--- config.mk ---
export PLATFORM = sky130hd
export DESIGN_NAME = fsk_mod
export DESIGN_NICKNAME = d
export VERILOG_FILES = /design/src/rtl/fsk_mod_pkg.sv /design/src/rtl/fsk_dev_ramp.sv /design/src/rtl/fsk_mod.sv
export VERILOG_INCLUDE_DIRS = /design/src /design/src/rtl
export SDC_FILE = /design/constraint.sdc
export NUM_CORES = 1
export LEC_CHECK = 0
export BUFFER_PORTS_ARGS = -buffer_cell sky130_fd_sc_hd__buf_2
export CORE_ASPECT_RATIO = 1.1
export CORE_MARGIN = 10
export CORE_UTILIZATION = 45
export DETAILED_ROUTE_END_ITERATION = 16
export HOLD_SLACK_MARGIN = 0.02
export PLACE_DENSITY = 0.61
export SYNTH_ARGS = -nofsm -noshare
export SYNTH_HDL_FRONTEND = slang
export SYNTH_SLANG_ARGS = --single-unit
export TNS_END_PERCENT = 1
--- constraint.sdc ---
create_clock -name clk -period 9.6 [get_ports clk]
set_clock_uncertainty 0.2 [all_clocks]
set_input_delay 0.96 -clock clk [delete_from_list [all_inputs] [get_ports clk]]
set_output_delay 0.96 -clock clk [all_outputs]
set_load 0.01 [all_outputs]
--- src/rtl/header.vh ---
// Shared build-time defaults for the FSK modulator.
`ifndef FSK_HEADER_VH
`define FSK_HEADER_VH

`define WARM_CYC  16
`define DEV_MAX   64
`define DEV_STEP  16
`define BASE_CODE 400
`define CH_STEP   2
`define CH_IDX_W  6

`endif

--- src/rtl/fsk_mod_pkg.sv ---
// Shared types and constants for the FSK modulator.
`include "header.vh"

package fsk_mod_pkg;

    // Burst sequencing states.
    typedef enum logic [1:0] {
        ST_IDLE     = 2'd0,
        ST_WARMUP   = 2'd1,
        ST_MOD      = 2'd2,
        ST_COOLDOWN = 2'd3
    } state_t;

    // Width of the channel index bus.
    localparam int CH_IDX_W = `CH_IDX_W;

endpackage

--- src/rtl/fsk_dev_ramp.sv ---
// Slope limiter: moves the deviation one bounded step toward its target,
// landing exactly on the target when it is within one step.
module fsk_dev_ramp #(
    parameter int DEV_W    = 8,
    parameter int DEV_STEP = 16
) (
    input  logic signed [DEV_W-1:0] i_target,
    input  logic signed [DEV_W-1:0] i_dev,
    output logic signed [DEV_W-1:0] o_dev_next
);

    // Difference is one bit wider so it cannot overflow.
    localparam logic signed [DEV_W:0] STEP_W = (DEV_W+1)'(DEV_STEP);
    localparam logic [DEV_W-1:0]      STEP_N = DEV_W'(DEV_STEP);

    logic signed [DEV_W:0] w_diff;

    // Step toward the target by at most DEV_STEP, never overshooting.
    always_comb begin
        w_diff     = {i_target[DEV_W-1], i_target} - {i_dev[DEV_W-1], i_dev};
        o_dev_next = i_target;
        if (w_diff > STEP_W) begin
            o_dev_next = i_dev + STEP_N;
        end else if (w_diff < -STEP_W) begin
            o_dev_next = i_dev - STEP_N;
        end
    end

endmodule

--- src/rtl/fsk_mod.sv ---
// FSK modulator: burst sequencer (idle / PA warm-up / modulate / ramp-down)
// driving a DCO control word as channel base plus slope-limited deviation.
`include "header.vh"

module fsk_mod
    import fsk_mod_pkg::*;
#(
    parameter int WARM_CYC  = `WARM_CYC,
    parameter int DEV_W     = 8,
    parameter int DEV_MAX   = `DEV_MAX,
    parameter int DEV_STEP  = `DEV_STEP,
    parameter int DCO_W     = 12,
    parameter int BASE_CODE = `BASE_CODE,
    parameter int CH_STEP   = `CH_STEP
) (
    input  logic                 clk,
    input  logic                 rst,
    input  logic                 en,
    input  logic [`CH_IDX_W-1:0] ch_idx,
    input  logic                 tx,
    input  logic                 tx_valid,
    output logic [DCO_W-1:0]     dco_word,
    output logic                 dco_valid,
    output logic                 pa_en,
    output logic                 busy
);

    localparam int CNT_W = (WARM_CYC > 1) ? $clog2(WARM_CYC) : 1;
    localparam logic [CNT_W-1:0]        CNT_LAST = CNT_W'(WARM_CYC - 1);
    localparam logic signed [DEV_W-1:0] DEV_POS  = DEV_W'(DEV_MAX);
    localparam logic signed [DEV_W-1:0] DEV_NEG  = DEV_W'(-DEV_MAX);

    state_t                  r_state;
    logic [CNT_W-1:0]        r_cnt;
    logic [DCO_W-1:0]        r_base;
    logic signed [DEV_W-1:0] r_dev;
    logic signed [DEV_W-1:0] r_target;
    logic                    r_active;

    logic signed [DEV_W-1:0] w_target_next;
    logic signed [DEV_W-1:0] w_dev_next;
    logic [31:0]             w_base_full;

    // Channel base code; wraps modulo 2^DCO_W once truncated.
    assign w_base_full = 32'(BASE_CODE) + 32'(ch_idx) * 32'(CH_STEP);

    // Target for this edge; a bit strobe steers the ramp on the same edge.
    always_comb begin
        w_target_next = r_target;
        case (r_state)
            ST_MOD: begin
                if (!en) begin
                    w_target_next = '0;
                end else if (tx_valid) begin
                    w_target_next = tx ? DEV_POS : DEV_NEG;
                end
            end
            default: w_target_next = '0;
        endcase
    end

    fsk_dev_ramp #(
        .DEV_W    (DEV_W),
        .DEV_STEP (DEV_STEP)
    ) u_ramp (
        .i_target   (w_target_next),
        .i_dev      (r_dev),
        .o_dev_next (w_dev_next)
    );

    // Burst FSM with warm-up counter, latched channel base and deviation state.
    always_ff @(posedge clk or posedge rst) begin
        if (rst) begin
            r_state  <= ST_IDLE;
            r_cnt    <= '0;
            r_base   <= '0;
            r_dev    <= '0;
            r_target <= '0;
            r_active <= 1'b0;
        end else begin
            r_target <= w_target_next;
            r_dev    <= w_dev_next;
            case (r_state)
                ST_IDLE: begin
                    if (en) begin
                        r_base   <= w_base_full[DCO_W-1:0];
                        r_cnt    <= '0;
                        r_state  <= ST_WARMUP;
                        r_active <= 1'b1;
                    end
                end
                ST_WARMUP: begin
                    if (!en) begin
                        r_state <= ST_COOLDOWN;
                    end else if (r_cnt == CNT_LAST) begin
                        r_state <= ST_MOD;
                    end else begin
                        r_cnt <= r_cnt + CNT_W'(1);
                    end
                end
                ST_MOD: begin
                    if (!en) begin
                        r_state <= ST_COOLDOWN;
                    end
                end
                ST_COOLDOWN: begin
                    // Re-enabling here does not cut the ramp short.
                    if (r_dev == '0) begin
                        r_state  <= ST_IDLE;
                        r_active <= 1'b0;
                    end
                end
                default: begin
                    r_state  <= ST_IDLE;
                    r_active <= 1'b0;
                end
            endcase
        end
    end

    // Outputs come straight from registers so reset clears them at once.
    assign dco_word  = r_base + {{(DCO_W-DEV_W){r_dev[DEV_W-1]}}, r_dev};
    assign dco_valid = r_active;
    assign pa_en     = r_active;
    assign busy      = r_active;

endmodule

==> results.json <==
{
  "core-area_sq_mm": 0.005465,
  "yosys_warnings": 0,
  "die_w_um": 91.88,
  "crit_family": "compound AO/OA/AOI/OAI gates",
  "vdd_drop_max_mv": 0.1322,
  "async_flop_share": 1.000,
  "critical_path.cell_chain": "buf_2, nand2_1, nor2_1, and2_1, ha_1, nand2_1, o311ai_4, xor2_1, o31ai_1, o2111ai_2, inv_2, mux2i_4, mux2_4",
  "layout_common_cells": "32 x dfrtp_1, 28 x ha_1, 27 x inv_1, 25 x buf_2, 22 x nand2_1",
  "cp.depth": 13,
  "vias": 1979,
  "worst_pin_slew_ns": 0.4589,
  "cts_buffer_depth": 2,
  "grt_pass1_wl_um": 9183,
  "start_util": 0.4679,
  "numCtsBuffers": 5,
  "root_buffer": "clkbuf_8",
  "rsz0062_at_grt": "no",
  "synth-seq-area-share": 0.3131,
  "fp.dieH_um": 99.07,
  "wl_um": 5385,
  "avgRoutedWirePerCell_um": 14.63,
  "post_cts_resized": 0,
  "hold_viol": 0,
  "slowest_delay_ns": 0.38,
  "final_cell_area_sq_mm": 0.002819,
  "dpl_worst_slack_ns": 5.219,
  "diodes": 0,
  "max_freq_mhz": 242.8,
  "dp.final_hpwl_um": 4335,
  "timing.final.ws_setup_ns": 5.481,
  "ff2ff_path_depth": 14,
  "status": "finished, final reports clean",
  "worstSetupPathType": "primary input to flip-flop",
  "ios": 26,
  "grt_max_degree": 33,
  "syn_inst": 269,
  "power_mw": 0.8665,
  "antenna_found_initial": 0,
  "setup_viol": 0,
  "worstSkewPairLatency_ns": 0.28,
  "place_congestion": 0.8534,
  "path_clk_slew_ns": 0.07,
  "hp-class": "flip-flop to flip-flop",
  "grt_pass1_vias": 1902,
  "ys_seq_elements": 32,
  "hold_slack_ns": 0.2989,
  "ys_types": 64,
  "grtUsageTotal": 0.1195,
  "finalCritPeriodShare": 0.4290,
  "ys.flop_type": "dfrtp_1",
  "cp-end-kind": "flip-flop",
  "grt.overflow.total": 0,
  "synth-edff-count": 0,
  "synth_area_sq_mm": 0.002557,
  "relSlewSlack": 0.6931,
  "placed_area_sq_mm": 0.002731,
  "leakage_nw": 1.387,
  "p_per_area_mw_per_mm2": 307.4,
  "cts_tree": "done",
  "cp_slowest_cell": "o311ai_4",
  "nets": 332,
  "synthToLayoutAreaGrowth_pct": 10.22,
  "dr.first_iter.drc_count": 70,
  "slew_viol_final": 0,
  "critPathMaxFanout": 13,
  "cap_violations": 0,
  "crit_top_cell": "nand2_1",
  "setup-tns-final_ns": 0,
  "drc": 0,
  "syn-num-nets": 309,
  "postCtsSetupBuffers": 0,
  "avgViaCountPerCell": 5.378,
  "syn_avg_cell_area_sq_um": 9.507,
  "cts.sinks": 32,
  "io_buffers": 25,
  "h-tree-depth": 2,
  "cp.arrival_ns": 4.08,
  "cts.hold.buffers_added": 0,
  "core.rowCount": 28,
  "drtPass1Iterations": 4,
  "antenna_left": 0,
  "crit_buf_inv": 2,
  "start_kind": "primary input",
  "layout.cells.most_common": "dfrtp_1",
  "drive_gt1_frac": 0.2184,
  "crit_required_ns": 9.56,
  "holdPathStages": 1,
  "min_period_ns": 4.119,
  "dieArea_sq_mm": 0.009102
}
-- cell usage after synthesis, types with 5 or more instances --
cell,number,share of area
ha_1,28,0.14
nand3_1,6,0.012
xnor2_1,6,0.021
dfrtp_1,32,0.31
o21ai_0,13,0.025
nand2_1,22,0.032
and2_1,5,0.012
mux2_4,5,0.029
a21oi_1,11,0.022
inv_1,27,0.040
nor2_1,17,0.025
-- sequential cells by signal, summed over array words and instances, names as in the netlist --
signal    count
r_state       2
r_dev         8
busy          1
r_base        9
r_cnt         4
r_target      8
-- area by class of cell --
cell class              instances  area [sq um]
clock inverters                 3         18.77
well taps                      75         93.84
multi-input cells             198          1595
fillers                       547          2646
inverters                      29         108.9
clock buffers                   5         68.82
flip-flops and latches         32         800.8
repair buffers                 26         132.6
-- per-layer routing --
| metal | global-route usage | part of all wire |
|---|---|---|
| met1 | 0.1547 | 0.49 |
| met2 | 0.1891 | 0.46 |
| met3 | 0.02656 | 0.036 |
| met4 | 0.04513 | 0.017 |
| met5 | 0 | 0 |
-- through the flow --
stage / cells / utilization
final: 368 / 0.5158
after global routing: 368 / 0.5158
after CTS: 368 / 0.5158
after detailed placement: 360 / 0.4998
after global placement: 360 / 0.4998
after floorplan: 269 / -
-- worst register-to-register path, cell delays in order, from the launching register on --
cell       delay [ns]
dfrtp_1          0.43
inv_1            0.10
ha_1             0.24
nand2_1          0.12
nor2_1           0.23
and2_1           0.24
ha_1             0.26
nand2_1          0.16
o311ai_4         0.38
xor2_1           0.30
o31ai_1          0.17
o2111ai_2        0.31
inv_2            0.08
mux2i_4          0.31
mux2_4           0.33
-- kinds of logic after synthesis --
kind of cell               synth area share
and+or+nand+nor                      0.1776
DFF                                  0.3131
AOI/OAI and AO/OA                    0.1957
buffers and inverters               0.06311
adders and majority gates            0.1448
muxes                               0.07192
xor gates and xnor gates            0.03376
-- power by group --
part | switching (mW) | leakage [nW] | total, mW | internal [mW]
sequential | 0.0397 | 0.412 | 0.216 | 0.177
combinational | 0.302 | 0.927 | 0.549 | 0.247
clock | 0.0508 | 0.0479 | 0.101 | 0.0504
-- final timing paths --
kind / from / end / slack, ns
worst min register to register: r_base[7] / r_base[7] / 0.30
worst max register to register: r_state[0] / r_dev[4] / 5.64
worst min-delay path: r_base[7] / r_base[7] / 0.30
min in group asynchronous: rst / r_cnt[1] / 0.55
worst max-delay path: en / r_dev[4] / 5.48
max in group asynchronous: rst / r_dev[4] / 8.36
Note: power is estimated with default switching activity, not from simulation.
